File: src/rtl/demux_pkg.sv
// Shared types for the 1-to-2 stream demultiplexer.
package demux_pkg;

    typedef enum logic [1:0] {
        IDLE   = 2'd0,
        LOCK_A = 2'd1,
        LOCK_B = 2'd2
    } demux_state_e;

    typedef enum logic {
        ROUTE_A = 1'b0,
        ROUTE_B = 1'b1
    } demux_route_e;

endpackage : demux_pkg

File: src/rtl/demux_out_slice.sv
// One-entry valid/ready register slice carrying data and a last flag.
module demux_out_slice #(
    parameter int unsigned BIT_WIDTH = 8
) (
    input  logic                 clk_i,
    input  logic                 rst_ni,
    input  logic                 in_valid_i,
    output logic                 in_ready_o,
    input  logic [BIT_WIDTH-1:0] in_data_i,
    input  logic                 in_last_i,
    output logic                 out_valid_o,
    input  logic                 out_ready_i,
    output logic [BIT_WIDTH-1:0] out_data_o,
    output logic                 out_last_o
);

    logic                 valid_q, valid_d;
    logic [BIT_WIDTH-1:0] data_q,  data_d;
    logic                 last_q,  last_d;

    // Empty, or the held beat leaves this cycle: a new beat may enter.
    assign in_ready_o = !valid_q || out_ready_i;

    always_comb begin
        valid_d = valid_q;
        data_d  = data_q;
        last_d  = last_q;
        if (in_valid_i && in_ready_o) begin
            valid_d = 1'b1;
            data_d  = in_data_i;
            last_d  = in_last_i;
        end else if (out_ready_i) begin
            valid_d = 1'b0;
        end
    end

    always_ff @(posedge clk_i or negedge rst_ni) begin
        if (!rst_ni) begin
            valid_q <= 1'b0;
            data_q  <= '0;
            last_q  <= 1'b0;
        end else begin
            valid_q <= valid_d;
            data_q  <= data_d;
            last_q  <= last_d;
        end
    end

    assign out_valid_o = valid_q;
    assign out_data_o  = data_q;
    assign out_last_o  = last_q;

endmodule : demux_out_slice

File: src/rtl/demux_1to2_stream.sv
// Registered 1-to-2 stream demux with packet locking on last_i.
// Optional per-output handshake counters when DEMUX_STATS_EN is defined.
module demux_1to2_stream
    import demux_pkg::*;
#(
    parameter int unsigned BIT_WIDTH = 8
`ifdef DEMUX_STATS_EN
    ,
    parameter int unsigned CNT_WIDTH = 16
`endif
) (
    input  logic                 clk_i,
    input  logic                 rst_ni,
    input  logic                 sel_i,
    input  logic                 valid_i,
    output logic                 ready_o,
    input  logic [BIT_WIDTH-1:0] data_i,
    input  logic                 last_i,
    output logic                 a_valid_o,
    input  logic                 a_ready_i,
    output logic [BIT_WIDTH-1:0] a_data_o,
    output logic                 a_last_o,
    output logic                 b_valid_o,
    input  logic                 b_ready_i,
    output logic [BIT_WIDTH-1:0] b_data_o,
    output logic                 b_last_o
`ifdef DEMUX_STATS_EN
    ,
    output logic [CNT_WIDTH-1:0] a_count_o,
    output logic [CNT_WIDTH-1:0] b_count_o
`endif
);

    demux_state_e state_q, state_d;
    demux_route_e route;
    logic         a_in_ready, b_in_ready;
    logic         accept;

    // While a packet is open the locked output wins over sel_i.
    always_comb begin
        route = demux_route_e'(sel_i);
        if (state_q == LOCK_A) route = ROUTE_A;
        if (state_q == LOCK_B) route = ROUTE_B;
    end

    assign ready_o = (route == ROUTE_B) ? b_in_ready : a_in_ready;
    assign accept  = valid_i && ready_o;

    always_comb begin
        state_d = state_q;
        if (accept) begin
            if (last_i) begin
                state_d = IDLE;
            end else if (state_q == IDLE) begin
                state_d = (route == ROUTE_B) ? LOCK_B : LOCK_A;
            end
        end
    end

    always_ff @(posedge clk_i or negedge rst_ni) begin
        if (!rst_ni) state_q <= IDLE;
        else         state_q <= state_d;
    end

    demux_out_slice #(.BIT_WIDTH(BIT_WIDTH)) u_slice_a (
        .clk_i       (clk_i),
        .rst_ni      (rst_ni),
        .in_valid_i  (valid_i && (route == ROUTE_A)),
        .in_ready_o  (a_in_ready),
        .in_data_i   (data_i),
        .in_last_i   (last_i),
        .out_valid_o (a_valid_o),
        .out_ready_i (a_ready_i),
        .out_data_o  (a_data_o),
        .out_last_o  (a_last_o)
    );

    demux_out_slice #(.BIT_WIDTH(BIT_WIDTH)) u_slice_b (
        .clk_i       (clk_i),
        .rst_ni      (rst_ni),
        .in_valid_i  (valid_i && (route == ROUTE_B)),
        .in_ready_o  (b_in_ready),
        .in_data_i   (data_i),
        .in_last_i   (last_i),
        .out_valid_o (b_valid_o),
        .out_ready_i (b_ready_i),
        .out_data_o  (b_data_o),
        .out_last_o  (b_last_o)
    );

`ifdef DEMUX_STATS_EN
    logic [CNT_WIDTH-1:0] a_count_q, a_count_d;
    logic [CNT_WIDTH-1:0] b_count_q, b_count_d;

    // Free-running handshake counters; wrap naturally at 2^CNT_WIDTH.
    always_comb begin
        a_count_d = a_count_q;
        b_count_d = b_count_q;
        if (a_valid_o && a_ready_i) a_count_d = a_count_q + CNT_WIDTH'(1);
        if (b_valid_o && b_ready_i) b_count_d = b_count_q + CNT_WIDTH'(1);
    end

    always_ff @(posedge clk_i or negedge rst_ni) begin
        if (!rst_ni) begin
            a_count_q <= '0;
            b_count_q <= '0;
        end else begin
            a_count_q <= a_count_d;
            b_count_q <= b_count_d;
        end
    end

    assign a_count_o = a_count_q;
    assign b_count_o = b_count_q;
`endif

endmodule : demux_1to2_stream

File: config.mk
export PLATFORM = sky130hd
export DESIGN_NAME = demux_1to2_stream
export DESIGN_NICKNAME = d
export VERILOG_FILES = /design/src/rtl/demux_pkg.sv /design/src/rtl/demux_out_slice.sv /design/src/rtl/demux_1to2_stream.sv
export SDC_FILE = /design/constraint.sdc
export NUM_CORES = 1
export LEC_CHECK = 0
export BUFFER_PORTS_ARGS = -buffer_cell sky130_fd_sc_hd__buf_4
export CAP_MARGIN = 20
export CORE_MARGIN = 2
export CORE_UTILIZATION = 51
export CTS_CLUSTER_DIAMETER = 50
export DETAILED_ROUTE_END_ITERATION = 10
export GPL_TIMING_DRIVEN = 0
export MAX_ROUTING_LAYER = met4
export PLACE_DENSITY = 0.87
export SETUP_SLACK_MARGIN = 0.5
export SLEW_MARGIN = 15
export SYNTH_ARGS = -nofsm -noshare
export SYNTH_HDL_FRONTEND = slang
export SYNTH_SLANG_ARGS = --single-unit
File: constraint.sdc
create_clock -name clk_i -period 2.8 [get_ports clk_i]
set_input_delay 0.14 -clock clk_i [delete_from_list [all_inputs] [get_ports clk_i]]
set_output_delay 0.14 -clock clk_i [all_outputs]
set_load 0.02 [all_outputs]
Word level (Yosys, flattened, before mapping):

Index checks and enable logic that the tools add are counted.

* register bits after elaboration: 22
* bits of input ports: 15
* logic and storage cells: 34

* equal/unequal tests: 2
* multiplexer cells: 10
* bitwise logic cells: 1
* reduce and logical (&&, ||, !) cells: 14

Operators with widths (count)
* 2-to-1 mux 1 bit: 7
* 2-to-1 mux 2 bit: 3
* nonzero test 2 bit: 3
* logical AND 1 bit: 5
* equality test 2 x 1 -> 1 bit, second input constant: 1
* equality test 2 bit, second input constant: 1
* logical NOT 1 bit: 2
* logical NOT 2 bit: 1
* logical OR 1 bit: 2
* AND reduction 2 bit: 1
* inverter 1 bit: 1

Depth between registers and ports, before layout:

Gate-level depths: netlist (run 1).

* word-level depth: 7
* depth in mapped cells: 4
* gate-level depth less buffers: 3

By module:

From an unflattened synthesis (run 1), not the netlist that was laid out.

* cell total of the unflattened synthesis: 61
* area total of the unflattened synthesis: 1002.2 µm²

By module, submodules not included
* demux_out_slice: instances 2, cells an instance 22, area an instance 425.4 µm², sequential area each 250.2 µm²
* demux_1to2_stream: instances 1, cells an instance 17, area an instance 151.4 µm², sequential area each 50.0 µm²

Worst setup path before layout (run 1):

Ideal clock, no wire load.

* path type: register to register
* start: reg u_slice_b.valid_q, in the netlist u_slice_b.out_valid_o
* end: reg u_slice_b.data_q[0], in the netlist u_slice_b.out_data_o[0]
* library setup time: 0.125 ns
* data arrival time: 1.586 ns
* path slack: 1.089 ns
* stages on the path, launching flop included: 5
* buffers on the path: 1
* clock period less this slack: 1.711 ns
* path through: dfrtp_1 nor2b_1 or4_1 buf_6 mux2_4

* cells in the longest elaborated chain, start to end: 3

RTL lines
* start, declared: line demux_out_slice.sv:17 `logic valid_q, valid_d;`
* start signal, assigned: line demux_out_slice.sv:43 `valid_q <= valid_d;`
* logical NOT 1 bit: line demux_out_slice.sv:22 `assign in_ready_o = !valid_q || out_ready_i;`
* logical OR 1 bit: line demux_out_slice.sv:22
* logical AND 1 bit: line demux_out_slice.sv:28 `if (in_valid_i && in_ready_o) begin`
* end signal, assigned: line demux_out_slice.sv:44 `data_q <= data_d;`
* end, declared: line demux_out_slice.sv:18 `logic [BIT_WIDTH-1:0] data_q, data_d;`

Every way passes these cells.
A chain may end at the register's enable or synchronous reset.

Final worst setup path (run 1):

* start: reg u_slice_b.valid_q, in the netlist u_slice_b.out_valid_o
* end: reg u_slice_b.data_q[1], in the netlist u_slice_b.out_data_o[1]

The elaborated chain is that of the path after synthesis.

==> impl_metrics.tcl, run 1 <==
set metrics [dict create \
    status "finished clean" \
    slowest_delay_ns 0.53 \
    hpwl_mm 1.50 \
    area_growth_pct 36.9 \
    synth.yosys.seq_area_share_pct 57.0 \
    drt_wl_total_mm 2.04 \
    antenna_found_initial 0 \
    final.setup_skew_ns 0.00224 \
    die_w_um 47.5 \
    ant_nets 0 \
    final_common_cell "buf_4" \
    crit_slowest_cell "or4_1" \
    io_buffers 35 \
    yosys_warnings 0 \
    fin_setup_tns_ns 0 \
    r2r.worst_path.cells 4 \
    pin_count 36 \
    required_ns 3.00 \
    synth_nets 82 \
    clk_pin_slew_worst_paths_ns 0.12 \
    antenna_cells 0 \
    synth_area_sq_um 966 \
    worstSetupPathType "register to register" \
    worst_pin_slew_ns 0.557 \
    crit_family "simple AND/OR/NAND/NOR gates" \
    cts_buffers 3 \
    core_area_sq_um 1750 \
    first_pass_iters 4 \
    drcViolationCount 0 \
    fin_nets 123 \
    fin_crit_ns 1.71 \
    num_rows 15 \
    crit_fanout 9 \
    hold_depth 2 \
    drive_gt1_share_pct 55.1 \
    clkSinkCount 22 \
    path_buf_inv 1 \
    grt_first_pass_wirelength_mm 3.15 \
    drv_slew 0 \
    synth_cell_types 17 \
    track_usage_pct 22.1 \
    cp-start-kind "register" \
    drt_iter0_drc 5 \
    final_cell_mix "buf_4, dfrtp_1, mux2_2, mux2_4, inv_1" \
    maxCapViolCount 0 \
    cts_resized 0 \
    total_leakage_power_nw 0.656 \
    ys_ff_latch 22 \
    slew_headroom_pct 62.8 \
    rsz0062_at_grt "false" \
    post_drt_wl_per_cell_um 15.4 \
    die_h_um 47.5 \
    detail_route.vias_per_cell 5.22 \
    worstHoldPathType "input pin to register" \
    syn_inst 67 \
    ir_worst_vdd_uv 606 \
    dr_total_vias 689 \
    synth.avg_cell_area_sq_um 14.4 \
    arrival_ns 1.91 \
    start_util_pct 55.3 \
    grt_start_max_net_pins 23 \
    fmax_mhz 584 \
    clockBufferDepth 2 \
    powerDensity_nw_per_um2 1220 \
    fin_crit_sh_pct 61.1 \
    gp_congestion 0.686 \
    fillers 129 \
    cp-end-kind "register" \
    grt-ovfl-total 0 \
    multi_input_area_sq_um 389 \
    die-area_sq_um 2260 \
    worstPathCellList "nor2b_1, or4_1, buf_6, mux2_4" \
    htreeDepth 1 \
    cts_root_buffer "clkbuf_4" \
    fin_util_pct 75.8 \
    grt_pass1_vias 692 \
    cp.depth 4 \
    cts_tree "built" \
    worstSkewPairLatency_ns 0.30 \
    cts_setup_buffers 0 \
    regArea_sq_um 551 \
    hold_viol_final 0 \
    setup_viol 0 \
]
[final timing paths]
check	start	to	slack, ns
max	u_slice_b.out_valid_o	u_slice_b.out_data_o[1]	1.09
min	data_i[5]	u_slice_a.out_data_o[5]	0.07
max reg2reg	u_slice_b.out_valid_o	u_slice_b.out_data_o[1]	1.09
min reg2reg	u_slice_a.out_data_o[0]	u_slice_a.out_data_o[0]	0.52
max in group asynchronous	rst_ni	u_slice_b.out_data_o[2]	2.34
min in group asynchronous	rst_ni	u_slice_a.out_data_o[7]	0.25
[sequential cells by signal, summed over array words and instances, names as in the netlist]
register               cells
u_slice_a.out_valid_o      1
u_slice_b.out_last_o       1
u_slice_b.out_data_o       8
state_q                    2
u_slice_a.out_data_o       8
u_slice_a.out_last_o       1
u_slice_b.out_valid_o      1
[where the power goes]
| part | switching (mW) | leakage (nW) | internal [mW] |
|---|---|---|---|
| sequential | 0.101 | 0.261 | 0.475 |
| clock | 0.0946 | 0.0279 | 0.145 |
| combinational | 0.389 | 0.368 | 0.410 |
[per-stage QoR]
step           area, sq um  total power, mW  instances  setup WS [ns]  hold slack, ns
3_5_place_dp          1260             1.38        127           1.11          0.0396
2_1_floorplan          966             1.05         67           1.09          -0.156
5_1_grt               1320             1.71        132           1.04          0.0502
6_report              1320             1.61        132           1.09          0.0692
4_1_cts               1320             1.63        132           1.09          0.0573
3_3_place_gp          1260             1.35        127           1.13          0.0376
[cells by family (layout without fill, tap and decap cells)]
group | count (synthesis) | after routing | synth area share [%]
AND/OR/NAND/NOR | 11 | 11 | 6.48
AO/OA/AOI/OAI | 8 | 8 | 6.22
buffers and inverters | 5 | 45 | 2.72
multiplexers | 21 | 21 | 27.6
flip-flops | 22 | 22 | 57.0
[synthesized netlist by cell type]
master	count	area share, %
a21boi_1	1	0.78
a32oi_1	2	1.8
buf_6	1	1.2
dfrtp_1	22	57
inv_1	4	1.6
mux2_2	9	10
mux2_4	9	14
mux2i_1	3	3.1
nand2_1	2	0.78
nand2b_1	2	1.3
nor2_1	2	0.78
nor2b_1	3	1.9
nor4b_1	1	0.91
o211ai_2	1	1.3
o21ai_0	3	1.6
o31ai_1	1	0.78
or4_1	1	0.78
[area by class of cell]
| cell class | instances | share of cell area [%] |
|---|---|---|
| Multi-Input combinational cell | 40 | 29.4 |
| Timing Repair Buffer | 36 | 20.6 |
| Clock buffer | 3 | 1.70 |
| Buffer | 1 | 0.851 |
| Inverter | 4 | 1.14 |
| Clock inverter | 1 | 2.27 |
| Sequential cell | 22 | 41.6 |
| Tap cell | 25 | 2.37 |
[repair_timing]
item / CTS / global route
hold buffers: 1 / 0
endpoints found under the setup margin: 0 / 0
hold endpoints to repair: 22 / 0
[metal layers]
metal	track usage [%]	wire length (um)	part of all wire, %
met2	39.5	1080	53
met1	22.5	783	38
met5	-	0	0
met3	4.53	146	7.2
met4	11.1	31	1.5
No activity file was read; power rests on OpenSTA's default activity.
==> run 2: changes to the inputs <==
- CORE_UTILIZATION: 51 -> 47
- PLACE_DENSITY: 0.87 -> 0.82
- clock period: 2.8 -> 1.75 ns (I/O delays scaled with it)
==> run 2 against run 1 <==
  * Total power grew 67%
  * Routed wire length up 1.6%
  * Critical path type unchanged
  * Sequential cell count unchanged
  * Largest cell class unchanged
  * Worst setup slack lost 0.98 ns
  * Fmax increased by 4.5%
  * Clock skew grew 0.0065 ns
  * First-iteration DRC count fell by 20%
==> impl_metrics.tcl, run 2 (same netlist as run 1, synthesis figures left out) <==
set metrics [dict create \
    die-area_sq_um 2430 \
    start_util_pct 49.7 \
    cts_buffers 3 \
    pwr-share-comb_pct 55.2 \
    crit_fanout 5 \
    fmax_mhz 611 \
    cp-end-kind "register" \
    post_drt_wl_per_cell_um 14.8 \
    clockBufferDepth 2 \
    drv_slew 0 \
    worstSkewPairLatency_ns 0.30 \
    detail_route.vias_per_cell 5.01 \
    drt_wl_total_mm 2.07 \
    r2r.worst_path.cells 4 \
    hpwl_mm 1.45 \
    die_h_um 49.3 \
    grt-ovfl-total 0 \
    pin_count 36 \
    fin_setup_tns_ns 0 \
    first_pass_iters 4 \
    worst_pin_slew_ns 0.465 \
    powerDensity_nw_per_um2 1870 \
    power.share.clock_pct 10.1 \
    drcViolationCount 0 \
    drt_iter0_drc 4 \
    arrival_ns 1.83 \
    grt_first_pass_wirelength_mm 3.28 \
    p_switching_mw 0.983 \
    grt_start_max_net_pins 23 \
    gp_congestion 0.742 \
    pwr-share-seq_pct 34.7 \
    drive_gt1_share_pct 63.7 \
    grt_pass1_vias 699 \
    track_usage_pct 18.5 \
    status "finished clean" \
    setup_viol 0 \
    swShare_pct 36.4 \
    worstSetupPathType "register to register" \
    die_w_um 49.3 \
    cp-start-kind "register" \
    hold_ws_ns 0.0155 \
    core_area_sq_um 1940 \
    clk_pin_slew_worst_paths_ns 0.12 \
    final_cell_mix "buf_4, dfrtp_1, mux2_4" \
    p_int_mw 1.72 \
    rsz0062_at_grt "true" \
    clkSinkCount 22 \
    cts_tree "built" \
    final_common_cell "buf_4" \
    antenna_cells 0 \
    num_rows 16 \
    total_leakage_power_nw 0.737 \
    ant_nets 0 \
    ir_worst_vdd_uv 933 \
    dr_total_vias 701 \
    maxCapViolCount 0 \
    cts_root_buffer "clkbuf_4" \
    fin_crit_sh_pct 93.5 \
    slew_headroom_pct 68.6 \
    area_growth_pct 49.9 \
    worstHoldPathType "input pin to register" \
    required_ns 1.94 \
    fin_nets 129 \
    io_buffers 35 \
    antenna_found_initial 0 \
    hold_depth 2 \
    htreeDepth 1 \
    final.setup_skew_ns 0.00875 \
    hold_viol_final 0 \
    fin_crit_ns 1.64 \
]
-- run 2: cell types whose count changed in the layout (fill, tap and decap cells not counted), moves of 2 or more --
cell,delta
mux2_4,+9
dfrtp_2,+2
dfrtp_1,-2
buf_4,+4
nor2_1,-2
mux2_2,-9
-- run 2: worst max-delay path, cell delays in order (launching register included) --
cell	delay, ns
dfrtp_2	0.42
nor2b_4	0.13
or4_4	0.52
buf_6	0.16
mux2_4	0.29
-- run 2: power groups by stage --
stage / clock network, mW / registers [mW] / logic, mW
2_1_floorplan: 0 / 1.21 / 0.593
3_3_place_gp: 0 / 0.931 / 1.36
3_5_place_dp: 0 / 0.946 / 1.38
4_1_cts: 0.281 / 0.935 / 1.49
5_1_grt: 0.305 / 0.965 / 1.56
6_report: 0.274 / 0.936 / 1.49
-- run 2: stage by stage --
step | cells | total power [mW] | worst slack, ns | util (%) | instance area (sq um)
3_5_place_dp | 129 | 2.33 | 0.0694 | 68.4 | 1330
5_1_grt | 140 | 2.83 | 0.0940 | 74.5 | 1450
2_1_floorplan | 67 | 1.80 | 0.0837 | - | 1030
6_report | 140 | 2.70 | 0.113 | 74.5 | 1450
3_3_place_gp | 129 | 2.29 | 0.0975 | 68.4 | 1330
4_1_cts | 139 | 2.70 | 0.125 | 74.2 | 1440
-- run 2: final cells by class --
cell class                 count  area (sq um)
timing repair buffer          42           334
clock buffer                   4          36.3
inverter                       4          15.0
multi-input combinational     40           464
fill                         118           494
sequential                    22           553
buffer                         1          11.3
tap                           27          33.8
-- run 2: worst paths after layout --
path | start | endpoint | slack [ns]
max | u_slice_b.out_valid_o | u_slice_b.out_data_o[1] | 0.11
min | data_i[4] | u_slice_a.out_data_o[4] | 0.02
max reg2reg | u_slice_b.out_valid_o | u_slice_b.out_data_o[1] | 0.11
min reg2reg | u_slice_a.out_data_o[0] | u_slice_a.out_data_o[0] | 0.52
max in group asynchronous | rst_ni | state_q[1] | 1.30
min in group asynchronous | rst_ni | u_slice_a.out_data_o[4] | 0.21
-- run 2: metal layers --
metal / vias to the layer above / global-route usage [%] / part of all wire, %
li1: 328 / - / -
met1: 339 / 23.1 / 43
met2: 30 / 30.0 / 50
met3: 4 / 2.15 / 5.6
met4: 0 / 8.57 / 1.5
met5: - / - / 0
-- run 2: what timing repair did --
action                                  in CTS  in global routing
gates resized for setup                      6                  0
endpoints found under the setup margin      20                 21
endpoints found under the hold margin       22                  0
pin swaps                                    2                  0
gates cloned                                 1                  0
buffers inserted                             4                  1
hold buffers                                 1                  0
==> run 3: changes to the inputs <==
- CORE_UTILIZATION: 47 -> 50
- CTS_BUF_LIST: not set -> sky130_fd_sc_hd__clkbuf_4 sky130_fd_sc_hd__clkbuf_8
- PLACE_DENSITY: 0.82 -> 0.86
==> run 3 against run 2 <==
  * Total power increased by 6.0%
  * Worst setup slack worse by 0.066 ns
  * Clock power grew 5%
  * Non-clock buffer count rose by 8
==> impl_metrics.tcl, run 3 (same netlist as run 1, synthesis figures left out) <==
set metrics [dict create \
    status "finished clean" \
    die-area_sq_um 2300 \
    grt_pass1_vias 724 \
    crit_fanout 5 \
    io_buffers 35 \
    start_util_pct 54.8 \
    first_pass_iters 4 \
    fin_crit_ns 1.70 \
    drt_iter0_drc 14 \
    clockBufferDepth 2 \
    pwr-share-seq_pct 33.4 \
    drcViolationCount 0 \
    drt_wl_total_mm 2.89 \
    power.share.clock_pct 10.0 \
    area_growth_pct 59.3 \
    core_area_sq_um 1760 \
    worstHoldPathType "input pin to register" \
    die_h_um 48.0 \
    hold_viol_final 0 \
    final_cell_mix "buf_4, dfrtp_1, mux2_4" \
    hpwl_mm 1.49 \
    worstSkewPairLatency_ns 0.31 \
    maxCapViolCount 0 \
    required_ns 1.96 \
    antenna_found_initial 0 \
    min_from "data_i[5]" \
    grt-ovfl-total 0 \
    arrival_ns 1.91 \
    total_leakage_power_nw 0.780 \
    fillers 82 \
    pre_cts_slack_ns 0.0827 \
    swShare_pct 38.4 \
    grt_first_pass_wirelength_mm 3.71 \
    detail_route.vias_per_cell 5.39 \
    ant_nets 0 \
    htreeDepth 1 \
    cts_root_buffer "clkbuf_4" \
    crit_start "u_slice_b.out_valid_o" \
    clkSinkCount 22 \
    fin_cells 146 \
    slew_headroom_pct 82.3 \
    finalPower_mw 2.86 \
    fin_ws_ns 0.0469 \
    grt_start_max_net_pins 23 \
    dr_total_vias 787 \
    finish.instance_area_sq_um 1540 \
    cts_buffers 3 \
    rr_startpoint "u_slice_b.out_valid_o" \
    cp-start-kind "register" \
    fin_crit_sh_pct 97.3 \
    dp.cells 127 \
    rsz0062_at_grt "true" \
    drive_gt1_share_pct 62.0 \
    powerDensity_nw_per_um2 1860 \
    cp-end-kind "register" \
    final_common_cell "buf_4" \
    antenna_cells 0 \
    p_int_mw 1.76 \
    drv_slew 0 \
    placed_area_sq_um 1330 \
    die_w_um 48.0 \
    pwr-share-comb_pct 56.6 \
    gp_congestion 0.818 \
    worstSetupPathType "register to register" \
    post_drt_wl_per_cell_um 19.8 \
    pin_count 36 \
    fmax_mhz 587 \
    setup_viol 0 \
    ir_worst_vdd_uv 1150 \
    fin_setup_tns_ns 0 \
    cts_tree "built" \
    worst_pin_slew_ns 0.263 \
    p_switching_mw 1.10 \
    clk_pin_slew_worst_paths_ns 0.13 \
    track_usage_pct 25.4 \
    fin_nets 137 \
    final.setup_skew_ns 0.00667 \
    num_rows 15 \
]
run 3: worst max-delay path: stages, from the launching register on:
cell	delay, ns
dfrtp_2	0.44
nor2b_4	0.14
or4_4	0.55
buf_6	0.17
mux2_4	0.30
run 3: metrics by stage:
stage	hold slack [ns]	util, %
2_1_floorplan	-0.208	-
4_1_cts	0.00716	81.9
3_5_place_dp	-0.0116	75.1
3_3_place_gp	-0.0178	75.1
6_report	0.00855	87.2
5_1_grt	-0.00286	87.2
run 3: power groups by stage:
| stage | Clock, mW | Combinational [mW] | Sequential [mW] |
|---|---|---|---|
| floorplan | 0 | 0.593 | 1.21 |
| global placement | 0 | 1.37 | 0.921 |
| detailed placement | 0 | 1.38 | 0.946 |
| CTS | 0.285 | 1.53 | 0.920 |
| global route | 0.314 | 1.70 | 0.977 |
| finish | 0.287 | 1.62 | 0.955 |
run 3: path summary, 6_finish.rpt:
kind / depth (start not counted) / to / slack (ns)
worst max register to register: 4 / u_slice_b.out_data_o[4] / 0.05
max in group asynchronous: 2 / state_q[1] / 1.34
worst min register to register: 1 / u_slice_a.out_data_o[1] / 0.53
worst min-delay path: 2 / u_slice_a.out_data_o[5] / 0.009
worst max-delay path: 4 / u_slice_b.out_data_o[4] / 0.05
min in group asynchronous: 2 / u_slice_b.out_data_o[2] / 0.18
run 3: area by class of cell:
| type | count | area [sq um] | area share, % |
|---|---|---|---|
| Buffer | 1 | 11.3 | 0.732 |
| Timing Repair Buffer | 50 | 413 | 26.8 |
| Tap cell | 25 | 31.3 | 2.03 |
| Clock buffer | 4 | 36.3 | 2.36 |
| Multi-Input combinational cell | 40 | 479 | 31.1 |
| Inverter | 4 | 15.0 | 0.976 |
| Sequential cell | 22 | 553 | 35.9 |
run 3: what timing repair did:
item | CTS | global route
hold buffers | 1 | 6
resized for setup | 6 | 5
setup endpoints to repair | 20 | 21
cloned | 1 | 0
buffers inserted | 5 | 2
pin swaps | 2 | 2
hold endpoints to repair | 22 | 9
run 3: metal layers:
metal  vias to the layer above  track usage, %  routed length (um)
li1                        350               -                   -
met1                       382            32.4                1140
met2                        44            42.4                1460
met3                        11            3.77                 195
met4                         0            6.49                  94
met5                         -               -                   0
